## src/rtl/wb_stage_pkg.sv

```systemverilog
// Shared definitions for the rvseed writeback stage: datapath widths,
// load funct3 encodings and the load-type enumeration used by the
// load extension logic.
`ifndef WB_STAGE_DEFINES_SVH
`define WB_STAGE_DEFINES_SVH
`define CPU_WIDTH      32
`define REG_ADDR_WIDTH 5
`define FUNCT3_LB      3'b000
`define FUNCT3_LH      3'b001
`define FUNCT3_LW      3'b010
`define FUNCT3_LBU     3'b100
`define FUNCT3_LHU     3'b101
`endif

package wb_stage_pkg;

  localparam int unsigned CPU_WIDTH      = `CPU_WIDTH;
  localparam int unsigned REG_ADDR_WIDTH = `REG_ADDR_WIDTH;
  localparam int unsigned LQ_DEPTH_DEF   = 2;

  // Load types as encoded in the funct3 field of a load instruction.
  typedef enum logic [2:0] {
    LOAD_LB  = `FUNCT3_LB,
    LOAD_LH  = `FUNCT3_LH,
    LOAD_LW  = `FUNCT3_LW,
    LOAD_LBU = `FUNCT3_LBU,
    LOAD_LHU = `FUNCT3_LHU
  } load_type_e;

endpackage

```

## src/rtl/wb_load_ext.sv

```systemverilog
// Load data extension for the writeback stage. Selects the addressed
// byte or halfword out of the raw memory word and sign- or zero-extends
// it according to the load funct3. Unknown funct3 values pass the word.
module wb_load_ext
  import wb_stage_pkg::*;
#(
  parameter int unsigned DATA_W = CPU_WIDTH
) (
  input  logic [2:0]        i_funct3,
  input  logic [1:0]        i_boff,
  input  logic [DATA_W-1:0] i_rdata,
  output logic [DATA_W-1:0] o_data
);

  load_type_e  w_type;
  logic [7:0]  w_byte;
  logic [15:0] w_half;

  assign w_type = load_type_e'(i_funct3);

  // Halfword lane: only boff[1] matters, boff[0] is ignored.
  assign w_half = i_boff[1] ? i_rdata[31:16] : i_rdata[15:0];

  // Byte lane selection by byte offset within the word.
  always_comb begin
    w_byte = i_rdata[7:0];
    case (i_boff)
      2'd1:    w_byte = i_rdata[15:8];
      2'd2:    w_byte = i_rdata[23:16];
      2'd3:    w_byte = i_rdata[31:24];
      default: w_byte = i_rdata[7:0];
    endcase
  end

  // Extension according to load type.
  always_comb begin
    o_data = i_rdata;
    case (w_type)
      LOAD_LB:  o_data = {{(DATA_W-8){w_byte[7]}}, w_byte};
      LOAD_LBU: o_data = {{(DATA_W-8){1'b0}}, w_byte};
      LOAD_LH:  o_data = {{(DATA_W-16){w_half[15]}}, w_half};
      LOAD_LHU: o_data = {{(DATA_W-16){1'b0}}, w_half};
      LOAD_LW:  o_data = i_rdata;
      default:  o_data = i_rdata;
    endcase
  end

endmodule

```

## src/rtl/wb_stage.sv

```systemverilog
// Writeback stage of the rvseed core. Owns the register-file write port
// and merges execute results with buffered LSU load responses. Loads
// waiting in the queue always win over the execute path; writes to x0
// are dropped; the write port is registered.
// Optional macro HISOC_WB_FWD_EN adds same-cycle forwarding outputs so
// decode can bypass a register read that collides with the write.
module wb_stage
  import wb_stage_pkg::*;
#(
  parameter int unsigned DATA_W   = CPU_WIDTH,
  parameter int unsigned ADDR_W   = REG_ADDR_WIDTH,
  parameter int unsigned LQ_DEPTH = LQ_DEPTH_DEF
) (
  input  logic              clk,
  input  logic              rst_n,
  input  logic              ex_valid,
  output logic              ex_ready,
  input  logic [ADDR_W-1:0] ex_rd,
  input  logic [DATA_W-1:0] ex_data,
  input  logic              lsu_rvalid,
  output logic              lsu_rready,
  input  logic [ADDR_W-1:0] lsu_rd,
  input  logic [2:0]        lsu_funct3,
  input  logic [1:0]        lsu_boff,
  input  logic [DATA_W-1:0] lsu_rdata,
`ifdef HISOC_WB_FWD_EN
  input  logic [ADDR_W-1:0] fwd1_raddr,
  input  logic [ADDR_W-1:0] fwd2_raddr,
  output logic              fwd1_hit,
  output logic              fwd2_hit,
  output logic [DATA_W-1:0] fwd_data,
`endif
  output logic              reg_wen,
  output logic [ADDR_W-1:0] reg_waddr,
  output logic [DATA_W-1:0] reg_wdata
);

  localparam int unsigned PTR_W = (LQ_DEPTH > 1) ? $clog2(LQ_DEPTH) : 1;
  localparam int unsigned CNT_W = $clog2(LQ_DEPTH) + 1;
  localparam logic [CNT_W-1:0] LQ_FULL = CNT_W'(LQ_DEPTH);

  logic [ADDR_W-1:0] r_lq_rd     [LQ_DEPTH];
  logic [2:0]        r_lq_funct3 [LQ_DEPTH];
  logic [1:0]        r_lq_boff   [LQ_DEPTH];
  logic [DATA_W-1:0] r_lq_rdata  [LQ_DEPTH];

  logic [PTR_W-1:0]  r_wr_ptr;
  logic [PTR_W-1:0]  r_rd_ptr;
  logic [CNT_W-1:0]  r_count;

  logic              r_wen;
  logic [ADDR_W-1:0] r_waddr;
  logic [DATA_W-1:0] r_wdata;

  logic              w_push;
  logic              w_pop;
  logic [DATA_W-1:0] w_load_data;
  logic              w_cand_valid;
  logic [ADDR_W-1:0] w_cand_rd;
  logic [DATA_W-1:0] w_cand_data;

  // Queue state alone decides both handshakes, so neither ready depends
  // on the same-cycle valids.
  assign lsu_rready = (r_count != LQ_FULL);
  assign ex_ready   = (r_count == '0);
  assign w_push     = lsu_rvalid && lsu_rready;
  assign w_pop      = (r_count != '0);

  // Load queue payload storage; written at the tail on every push.
  always_ff @(posedge clk) begin
    if (w_push) begin
      r_lq_rd[r_wr_ptr]     <= lsu_rd;
      r_lq_funct3[r_wr_ptr] <= lsu_funct3;
      r_lq_boff[r_wr_ptr]   <= lsu_boff;
      r_lq_rdata[r_wr_ptr]  <= lsu_rdata;
    end
  end

  // Load queue pointers and occupancy; reset drops any queued loads.
  always_ff @(posedge clk or negedge rst_n) begin
    if (!rst_n) begin
      r_wr_ptr <= '0;
      r_rd_ptr <= '0;
      r_count  <= '0;
    end else begin
      if (w_push) r_wr_ptr <= r_wr_ptr + PTR_W'(1);
      if (w_pop)  r_rd_ptr <= r_rd_ptr + PTR_W'(1);
      if (w_push && !w_pop)      r_count <= r_count + CNT_W'(1);
      else if (w_pop && !w_push) r_count <= r_count - CNT_W'(1);
    end
  end

  wb_load_ext #(
    .DATA_W (DATA_W)
  ) u_load_ext (
    .i_funct3 (r_lq_funct3[r_rd_ptr]),
    .i_boff   (r_lq_boff[r_rd_ptr]),
    .i_rdata  (r_lq_rdata[r_rd_ptr]),
    .o_data   (w_load_data)
  );

  // Pick the write candidate: queue head first, execute only when empty.
  always_comb begin
    w_cand_valid = 1'b0;
    w_cand_rd    = '0;
    w_cand_data  = '0;
    if (w_pop) begin
      w_cand_valid = 1'b1;
      w_cand_rd    = r_lq_rd[r_rd_ptr];
      w_cand_data  = w_load_data;
    end else if (ex_valid) begin
      w_cand_valid = 1'b1;
      w_cand_rd    = ex_rd;
      w_cand_data  = ex_data;
    end
  end

  // Register the write port; address/data hold when nothing is selected.
  always_ff @(posedge clk or negedge rst_n) begin
    if (!rst_n) begin
      r_wen   <= 1'b0;
      r_waddr <= '0;
      r_wdata <= '0;
    end else begin
      r_wen <= w_cand_valid && (w_cand_rd != '0);
      if (w_cand_valid) begin
        r_waddr <= w_cand_rd;
        r_wdata <= w_cand_data;
      end
    end
  end

  assign reg_wen   = r_wen;
  assign reg_waddr = r_waddr;
  assign reg_wdata = r_wdata;

`ifdef HISOC_WB_FWD_EN
  assign fwd1_hit = r_wen && (r_waddr == fwd1_raddr) && (fwd1_raddr != '0);
  assign fwd2_hit = r_wen && (r_waddr == fwd2_raddr) && (fwd2_raddr != '0);
  assign fwd_data = r_wdata;
`else
  // Without forwarding, decode reads only the register file.
`endif

endmodule
```

## config.mk

```make
export PLATFORM = sky130hd
export DESIGN_NAME = wb_stage
export DESIGN_NICKNAME = d
export VERILOG_FILES = /design/src/rtl/wb_stage_pkg.sv /design/src/rtl/wb_load_ext.sv /design/src/rtl/wb_stage.sv
export SDC_FILE = /design/constraint.sdc
export NUM_CORES = 1
export LEC_CHECK = 0
export ABC_AREA = 0
export BUFFER_PORTS_ARGS = -buffer_cell sky130_fd_sc_hd__buf_2
export CAP_MARGIN = 20
export CORE_MARGIN = 3
export CORE_UTILIZATION = 35
export DETAILED_ROUTE_END_ITERATION = 12
export PLACE_DENSITY = 0.57
export SLEW_MARGIN = 20
export SYNTH_ARGS = -nofsm -noshare
export SYNTH_HDL_FRONTEND = slang
export SYNTH_SLANG_ARGS = --single-unit
```

## constraint.sdc

```tcl
create_clock -name clk -period 3.8 [get_ports clk]
set_input_delay 0.38 -clock clk [delete_from_list [all_inputs] [get_ports clk]]
set_output_delay 0.38 -clock clk [all_outputs]
set_load 0.02 [all_outputs]
```

# After elaboration in Yosys (flattened, before gate mapping)
# Memory sizes are Yosys's and may differ from the RTL's.
# Index checks and enable logic that the tools add are counted.
[word_totals]
mem_bits_rw = 84
wordCells = 45
output_inout_bits = 40
reg_bits = 42
in_bits = 83
n_memories = 4
[memory_table]
columns = ["memory", "words", "width", "rd", "rd_clocked_by_memory_dff", "wr", "line", "rtl"]
rows = [
  ["r_lq_rdata", 2, 32, 1, 0, 1, "wb_stage.sv:45", "logic [DATA_W-1:0] r_lq_rdata [LQ_DEPTH];"],
  ["r_lq_rd", 2, 5, 1, 0, 1, "wb_stage.sv:42", "logic [ADDR_W-1:0] r_lq_rd [LQ_DEPTH];"],
  ["r_lq_funct3", 2, 3, 1, 0, 1, "wb_stage.sv:43", "logic [2:0] r_lq_funct3 [LQ_DEPTH];"],
  ["r_lq_boff", 2, 2, 1, 0, 1, "wb_stage.sv:44", "logic [1:0] r_lq_boff [LQ_DEPTH];"],
]
[op_classes]
mux = 13
n_eq_ne = 7
n_reduce_logical = 11
n_addsub = 4
[op_table]
columns = ["cell", "count"]
rows = [
  ["case mux 32 bit (4 select lines)", 1],
  ["two-way mux 32 bit", 2],
  ["case mux 8 bit (3 select lines)", 1],
  ["two-way mux 16 bit", 1],
  ["two-way mux 5 bit", 2],
  ["equality test 3 bit (second input constant)", 2],
  ["nonzero test 5 bit", 1],
  ["equality test 2 bit (second input constant)", 2],
  ["logical AND 1 bit", 4],
  ["two-way mux 1 bit", 4],
  ["two-way mux 2 bit", 2],
  ["nonzero test 2 bit", 2],
  ["equality test 3 x 1 -> 1 bit (second input constant)", 1],
  ["logical NOT 3 bit", 1],
  ["adder 1 bit (second input constant)", 2],
  ["adder 2 x 1 -> 2 bit (second input constant)", 1],
  ["equality test 2 x 1 -> 1 bit (second input constant)", 1],
  ["logical NOT 1 bit", 2],
  ["logical NOT 2 bit", 1],
  ["!= test 2 bit (second input constant)", 1],
  ["subtractor 2 x 1 -> 2 bit (second input constant)", 1],
]

# Logic depth before layout (Yosys ltp)
# Gate-level depths: netlist of the first run.
[depth]
ltp_word = 6
depth_mapped = 10
ltp_nobuf = 7

# Modules after synthesis
# Synthesis of the first run repeated with hierarchy kept, for this count alone.
[hier_totals]
hier_cells = 426
hier_area_um2 = 5666.7
[modules_own_cells]
columns = ["mod", "cells_each", "n_inst", "seq_area_each_um2", "area_per_inst_um2"]
rows = [
  ["wb_stage", 315, 1, 3573.4, 4998.5],
  ["wb_load_ext", 111, 1, 0.0, 668.1],
]

# Worst setup path before layout of the first run
# No wires, ideal clock.
[synth_path]
path_kind = "flip-flop to flip-flop"
startpoint = "reg r_count[0]"
endpoint = "mem r_lq_boff[0][0] (enable)"
setup_ns = 0.441
slack_ns = 0.707
n_path_buf = 1
arrival_ns = 2.651
synth_period_minus_slack_ns = 3.093
required_ns = 3.359
path_stages_with_launch = 5
path_cell_list = "dfrtp_1 buf_2 nand2b_1 nand2_1 nor2_1"
[synth_between]
elab_chain_len = 4
[synth_lines]
columns = ["element", "line", "rtl"]
rows = [
  ["start: declaration", "wb_stage.sv:49", "logic [CNT_W-1:0] r_count;"],
  ["start signal: assignment", "wb_stage.sv:88", "if (w_push && !w_pop) r_count <= r_count + CNT_W'(1);"],
  ["start signal: assignment", "wb_stage.sv:89", "else if (w_pop && !w_push) r_count <= r_count - CNT_W'(1);"],
  ["!= test 2 bit", "wb_stage.sv:64", "assign lsu_rready = (r_count != LQ_FULL);"],
  ["net lsu_rready", "wb_stage.sv:21", "output logic lsu_rready,"],
  ["logical AND 1 bit", "wb_stage.sv:66", "assign w_push = lsu_rvalid && lsu_rready;"],
  ["two-way mux 1 bit", "wb_stage.sv:71", "if (w_push) begin"],
  ["two-way mux 1 bit (implied by the code)", "wb_stage.sv:74", "r_lq_boff[r_wr_ptr] <= lsu_boff;"],
  ["end: declaration", "wb_stage.sv:44", ""],
]
# The timed path passes the listed nets, and every way through them passes these cells.

# Worst setup path after layout of the first run
[layout_path]
startpoint = "reg r_count[0]"
endpoint = "out ex_ready"
[layout_between]
elab_chain_len = 1
[layout_lines]
columns = ["element", "line", "rtl"]
rows = [
  ["logical NOT 2 bit", "wb_stage.sv:65", "assign ex_ready = (r_count == '0);"],
  ["end: declaration", "wb_stage.sv:17", "output logic ex_ready,"],
]
# Every way passes these cells.

==> results.py, run 1 <==
metrics = {
    "timing": {
        "fin_setup_tns_ps": 0,
        "clock_skew_ps": 7.47,
        "max_slew_margin_pct": 25.0,
        "finalSetupViolCount": 0,
        "fin_crit_sh_pct": 70.9,
        "hold_viol": 0,
        "whs_ps": 133,
        "slew_violations": 0,
        "max_clock_freq_mhz": 371,
        "min_period_ps": 2690,
        "worstMarginPinSlew_ps": 1120,
        "rsz0062_at_grt": "no",
    },
    "synthesis": {
        "synth-async-reset-ratio_pct": 33.3,
        "synth_top_area_share_pct": 43.8,
        "synthesis.nets": 482,
        "yosys_most_used_dff": "edfxtp_1",
        "synth_cells": 398,
        "yosys_register_bits": 126,
        "mappedNetlistArea_sq_um": 5760,
        "synth_edf_count": 84,
        "yosysSeqAreaShare_pct": 62.1,
        "yosysMostFrequentCell": "edfxtp_1",
        "synthTopCellsByCount": "84 x edfxtp_1, 58 x mux2i_1, 42 x dfrtp_1",
        "ys_types": 50,
        "yosys-top-cells-area": "edfxtp_1 44%, dfrtp_1 18%, mux2i_1 10%",
        "synth_area_leader_cell": "edfxtp_1",
        "syn_area_per_cell_sq_um": 14.5,
        "synth-warning-count": 0,
    },
    "power_and_ir_drop": {
        "p_seq_share_pct": 36.1,
        "p_clk_share_pct": 24.6,
        "switching_share_pct": 37.5,
        "p_int_w": 0.00388,
        "power.switching_w": 0.00233,
        "ir_worst_vdd_v": 0.000338,
        "p_comb_share_pct": 39.3,
        "power_leakage_nw": 2.87,
        "p_per_area_nw_per_um2": 875,
    },
    "drt": {
        "routed_wl_um": 14700,
        "dr.pass1.iters": 6,
        "ant_nets": 0,
        "vias_per_cell": 5.22,
        "detail_route.iter0.violations": 270,
        "routedWlPerCell_um": 19.6,
        "num_vias": 3908,
        "drc": 0,
    },
    "clocking": {
        "clock_latency_ps": 410,
        "cts.path.max_buffers": 2,
        "cts-buffers-inserted": 17,
        "root_buffer": "clkbuf_16",
        "cts_tree": "built",
        "h-tree-depth": 4,
        "cts_hold_buffers": 0,
        "clkSinkCount": 126,
        "cts_setup_buffers": 0,
        "clkTransAtPathRegs_ps": 50,
        "cts_resized": 0,
    },
    "setup_path": {
        "path_max_fanout": 48,
        "regToRegStartpoint": "r_rd_ptr$_DFFE_PN0N_",
        "rr_endpoint": "reg_wdata[18]$_DFFE_PN0P_",
        "required_ps": 3420,
        "cp-start-kind": "flip-flop",
        "critical_path_arrival_ps": 2310,
        "r2r_cells": 4,
        "crit_type": "flip-flop to primary output",
        "cp-end-kind": "primary output",
        "r2r_setup_slack_ps": 1210,
    },
    "placement": {
        "gp_congestion": 0.872,
        "hpwlAfterDp_um": 10500,
        "io_buffers": 122,
        "dp_cells": 716,
    },
    "layout": {
        "diodes": 0,
        "area_growth_pct": 23.1,
        "final_layout_size_suffix_gt1_share_pct": 38.2,
        "fin_cells": 748,
        "fin_nets": 603,
    },
    "die": {
        "die_x_um": 134,
        "fp-row-count": 46,
        "core_sq_um": 16000,
        "ios": 123,
        "die_h_um": 134,
        "start_util_pct": 36.0,
        "die-area_sq_um": 18000,
    },
    "global_routing": {
        "grtUsageTotal_pct": 16.8,
        "grt_overflow": 0,
        "grt_pass1_wl_um": 22900,
        "antenna_found_initial": 1,
        "grt_pass1_vias": 4084,
        "grt_max_degree": 49,
    },
    "min_path": {
        "hp-class": "primary input to async pin",
    },
    "status": {
        "status": "complete, no violations",
    },
    "run": {
        "cap_violations": 0,
    },
}
-- per-layer routing --
metal | part of all wire (%) | track usage [%] | vias up
li1 | - | - | 1804
met1 | 43 | 21.2 | 1945
met2 | 50 | 27.6 | 139
met3 | 6.1 | 5.40 | 18
met4 | 1.6 | 5.43 | 2
met5 | 0.048 | 0 | -
-- layout by cell type, fill, tap and decap left out, types with 2 or more instances in the layout --
cell type	synthesis	layout
buf_2	9	122
edfxtp_1	84	84
mux2i_1	58	58
dfrtp_1	42	41
mux2_2	19	19
nand2_1	17	17
clkbuf_16	0	17
nor2_1	17	16
o211ai_1	16	16
a21oi_1	15	15
a22oi_2	12	12
o21ai_0	8	8
a31oi_1	7	7
a22oi_1	7	7
a211oi_1	6	6
clkinv_2	0	6
nand3_1	5	5
buf_4	2	5
a221oi_1	4	4
a32oi_1	4	4
o22a_1	4	4
a21o_1	4	4
a2bb2oi_1	4	4
nand2b_1	3	3
inv_1	4	3
and3b_1	3	3
xnor2_1	3	3
clkinvlp_4	0	3
clkbuf_1	8	3
nor3b_2	2	2
mux2i_4	2	2
xor2_1	2	2
or4_1	2	2
bufinv_16	0	2
-- power by group through the flow --
stage                     logic, W  registers (W)  clock network (W)
after floorplan            0.00161        0.00240                  0
after global placement     0.00242        0.00227                  0
after detailed placement   0.00246        0.00226                  0
after CTS                  0.00247        0.00224            0.00155
after global routing       0.00268        0.00229            0.00162
final                      0.00244        0.00224            0.00153
-- how the worst max path moves through the flow --
stage / startpoint / to / slack (ps) / depth (start not counted)
after global placement: r_rd_ptr$_DFFE_PN0N_ / reg_wdata[19]$_DFFE_PN0P_ / 1250 / 4
after detailed placement: r_rd_ptr$_DFFE_PN0N_ / reg_wdata[18]$_DFFE_PN0P_ / 1200 / 4
after global routing: r_count[0]$_DFFE_PN0P_ / ex_ready / 950 / 4
final: r_count[0]$_DFFE_PN0P_ / ex_ready / 1110 / 4
after CTS: r_count[0]$_DFFE_PN0P_ / ex_ready / 1090 / 4
after floorplan: r_count[0]$_DFFE_PN0P_ / r_lq_boff[0][0]$_DFFE_PP_ / 710 / 4
-- logic make-up (layout without fill, tap and decap cells) --
family	after synthesis	after routing	share of synthesized area, %
mux	79	79	14.6
buf+inv	29	163	3.00
compound gates	97	97	13.4
flops	126	126	62.1
xor+xnor	5	5	0.761
simple gates	61	61	5.96
fa+ha+maj	1	1	0.217
-- sequential cells by signal (all words and copies together), names as in the netlist --
name and cells:
r_lq_rdata 64, reg_wdata 32, r_lq_rd 10, r_lq_funct3 6, reg_waddr 5, r_lq_boff 4, r_count 2, r_rd_ptr 1
r_wr_ptr 1, reg_wen 1
-- worst max-delay path: stages, from the launching register on --
cell and delay (ps):
dfrtp_1 460, or2_2 540, clkinv_1 130, buf_4 490, buf_2 270
-- area by class of cell --
cell class                 count  area (sq um)
inverter                       4          15.0
timing repair buffer         127           648
multi-input combinational    243          2020
tap                          216           270
clock inverter                12           121
fill                        1513          8910
clock buffer                  20           437
sequential                   126          3570
-- metrics by stage --
| stage | total power, W | setup WS, ps | utilization [%] | instance area, sq um |
|---|---|---|---|---|
| 2_1_floorplan | 0.00402 | 707 | - | 5760 |
| 3_3_place_gp | 0.00469 | 1250 | 40.8 | 6530 |
| 3_5_place_dp | 0.00473 | 1200 | 40.8 | 6530 |
| 4_1_cts | 0.00627 | 1090 | 44.3 | 7090 |
| 5_1_grt | 0.00660 | 950 | 44.3 | 7090 |
| 6_report | 0.00621 | 1110 | 44.3 | 7090 |
Note: power is estimated with default switching activity, not from simulation.
==> run 2, diff against run 1 <==
- ABC_AREA: 0 -> 1
- clock period: 3.8 -> 2.79 ns (I/O delays scaled with it)
==> run 2 against run 1 <==
- cell count rose by 25%
- count of clock-buffer cells in the layout is 3 lower
- sequential share of layout area shrank 0.40 points
- total power increased by 48%
- die area grew 0.37%
- worst hold slack got worse by 83 ps
- final area up 0.76%
- register-to-register slack got worse by 770 ps
- synthesized cell count rose by 48%
- largest power group unchanged
==> results.py, run 2 <==
metrics = {
    "die": {
        "die_h_um": 135,
        "die_x_um": 135,
        "die-area_sq_um": 18100,
        "fp-row-count": 46,
        "start_util_pct": 36.1,
        "core_sq_um": 16000,
        "ios": 123,
    },
    "synthesis": {
        "synth_area_leader_cell": "edfxtp_1",
        "synth_edf_count": 84,
        "synth-compound-area-share_pct": 7.62,
        "synth_cells": 588,
        "synthesis.nets": 672,
        "synth-adder-area-share_pct": 0.216,
        "synth-warning-count": 0,
        "synthMuxAreaShare_pct": 0.866,
        "yosysSeqAreaShare_pct": 61.8,
        "ys_types": 32,
        "yosysMostFrequentCell": "nand2_1",
        "yosys_register_bits": 126,
        "yosys_most_used_dff": "edfxtp_1",
        "yosys-top-cells-area": "edfxtp_1 44%, dfrtp_1 18%, nand2_1 13%",
        "synth-async-reset-ratio_pct": 33.3,
        "synth_top_family_by_area": "simple AND/OR/NAND/NOR gates",
        "synth-simple-area-share_pct": 23.8,
        "synth_top_area_share_pct": 43.6,
        "synthTopCellsByCount": "194 x nand2_1, 84 x edfxtp_1, 63 x nor2_1",
        "mappedNetlistArea_sq_um": 5780,
        "synth-xor-area-share_pct": 0.455,
        "syn_area_per_cell_sq_um": 9.83,
    },
    "setup_path": {
        "path_max_fanout": 39,
        "crit_top_cell": "nand2_1",
        "slowest_stage": "dfrtp_1",
        "required_ps": 3090,
        "cp-start-kind": "flip-flop",
        "path_cells": "buf_4, nand2_1, nand2_2, nand2_1, nand3_1, nand3_2, nand2_4, nand3_1, nand2_1, nand2_1",
        "rr_endpoint": "reg_wdata[20]$_DFFE_PN0P_",
        "regToRegStartpoint": "r_rd_ptr$_DFFE_PN0N_",
        "cp-end-kind": "flip-flop",
        "critical_path_arrival_ps": 2650,
        "crit_type": "flip-flop to flip-flop",
        "r2r_cells": 10,
        "r2r_setup_slack_ps": 440,
        "slowest_delay_ps": 430,
    },
    "placement": {
        "dp_cells": 903,
        "hpwlAfterDp_um": 10400,
        "gp_congestion": 0.903,
        "dp_slack_ps": 497,
        "io_buffers": 122,
        "placed_area_sq_um": 6530,
    },
    "global_routing": {
        "grt_max_degree": 44,
        "antenna_found_initial": 0,
        "grtUsageTotal_pct": 16.7,
        "grt_pass1_vias": 4306,
        "grt_pass1_wl_um": 23200,
        "grt_overflow": 0,
    },
    "layout": {
        "largest_register": "r_lq_rdata",
        "diodes": 0,
        "multi_input_area_sq_um": 1920,
        "final_layout_size_suffix_gt1_share_pct": 26.7,
        "area_growth_pct": 23.6,
        "layout_commonest_cell": "nand2_1",
        "final_area_sq_um": 7140,
        "final_cell_mix": "194 x nand2_1, 121 x buf_2, 84 x edfxtp_1",
        "fin_cells": 935,
        "seqCellArea_sq_um": 3570,
        "largest_reg_flops": 64,
        "fin_nets": 791,
        "n_fill_cell": 1570,
    },
    "timing": {
        "hold_viol": 0,
        "min_period_ps": 2350,
        "fin_crit_sh_pct": 84.2,
        "fin_setup_tns_ps": 0,
        "worstMarginPinSlew_ps": 597,
        "finalSetupViolCount": 0,
        "rsz0062_at_grt": "no",
        "max_clock_freq_mhz": 425,
        "clock_skew_ps": 6.83,
        "worst_slack_ps": 440,
        "slew_violations": 0,
        "max_slew_margin_pct": 60.2,
    },
    "power_and_ir_drop": {
        "power.switching_w": 0.00381,
        "power_leakage_nw": 3.25,
        "p_comb_share_pct": 43.5,
        "power.total_w": 0.00918,
        "p_seq_share_pct": 32.0,
        "p_clk_share_pct": 24.5,
        "switching_share_pct": 41.5,
        "ir_worst_vdd_v": 0.000528,
        "p_int_w": 0.00537,
        "p_per_area_nw_per_um2": 1280,
    },
    "status": {
        "status": "complete, no violations",
    },
    "clocking": {
        "clkSinkCount": 126,
        "h-tree-depth": 4,
        "cts-buffers-inserted": 17,
        "clkTransAtPathRegs_ps": 50,
        "cts_tree": "built",
        "cts.path.max_buffers": 2,
        "clock_latency_ps": 420,
        "root_buffer": "clkbuf_16",
        "cts_resized": 0,
        "cts_setup_buffers": 0,
    },
    "min_path": {
        "hp-class": "primary input to flip-flop",
        "worstHoldStart": "lsu_rdata[31]",
        "holdPathStages": 1,
        "min_to": "r_lq_rdata[1][31]$_DFFE_PP_",
    },
    "drt": {
        "dr.pass1.iters": 8,
        "ant_nets": 0,
        "num_vias": 4508,
        "routed_wl_um": 14800,
        "routedWlPerCell_um": 15.9,
        "detail_route.iter0.violations": 331,
        "drc": 0,
        "vias_per_cell": 4.82,
    },
    "run": {
        "cap_violations": 0,
    },
}
-- run 2: repair_timing --
action / 4_1_cts / 5_1_grt
endpoints found under the setup margin: 0 / 0
hold buffers: 0 / 1
endpoints found under the hold margin: 0 / 42
-- run 2: worst max-delay path by stage --
stage,startpoint,end,slack [ps]
after floorplan,r_count[0]$_DFFE_PN0P_,r_lq_boff[1][0]$_DFFE_PP_,490
after global placement,r_rd_ptr$_DFFE_PN0N_,reg_wdata[18]$_DFFE_PN0P_,620
after detailed placement,r_rd_ptr$_DFFE_PN0N_,reg_wdata[20]$_DFFE_PN0P_,500
after CTS,r_rd_ptr$_DFFE_PN0N_,reg_wdata[20]$_DFFE_PN0P_,450
after global routing,r_rd_ptr$_DFFE_PN0N_,reg_wdata[20]$_DFFE_PN0P_,230
final,r_rd_ptr$_DFFE_PN0N_,reg_wdata[20]$_DFFE_PN0P_,440
-- run 2: final cells by class --
| type | count | area share (%) |
|---|---|---|
| Clock buffer | 17 | 5.96 |
| Clock inverter | 14 | 2.45 |
| Inverter | 26 | 1.44 |
| Multi-Input combinational cell | 406 | 26.9 |
| Sequential cell | 126 | 50.0 |
| Tap cell | 216 | 3.78 |
| Timing Repair Buffer | 130 | 9.46 |
-- run 2: worst max-delay path: cells and delay by family (launching register included) --
kind          cells  cell delay [ps]
simple gates      9             1380
flops             1              430
buf+inv           1              380
-- run 2: kinds of logic after synthesis --
family,count (synthesis)
AOI/OAI and AO/OA,80
xor gates and xnor gates,3
adders and majority gates,1
buffers and inverters,56
DFF,126
muxes,5
and+or+nand+nor,317
-- run 2: metal layers --
layer | up-vias | track usage, % | wire length, um
li1 | 2203 | - | -
met1 | 2096 | 23.8 | 6960
met2 | 182 | 24.2 | 6440
met3 | 27 | 4.55 | 1100
met4 | 0 | 6.79 | 329
met5 | - | 0 | 0
-- run 2: stage by stage --
step	hold WS, ps	util [%]
detailed placement	463	40.8
floorplan	-16.6	-
finish	50.5	44.6
global placement	460	40.8
CTS	33.7	44.6
global route	37.0	44.6
-- run 2: power groups by stage --
stage | clock network, W | registers [W] | logic (W)
after floorplan | 0 | 0.00326 | 0.00262
after global placement | 0 | 0.00295 | 0.00389
after detailed placement | 0 | 0.00297 | 0.00396
after CTS | 0.00230 | 0.00294 | 0.00399
after global routing | 0.00238 | 0.00300 | 0.00447
final | 0.00225 | 0.00294 | 0.00399
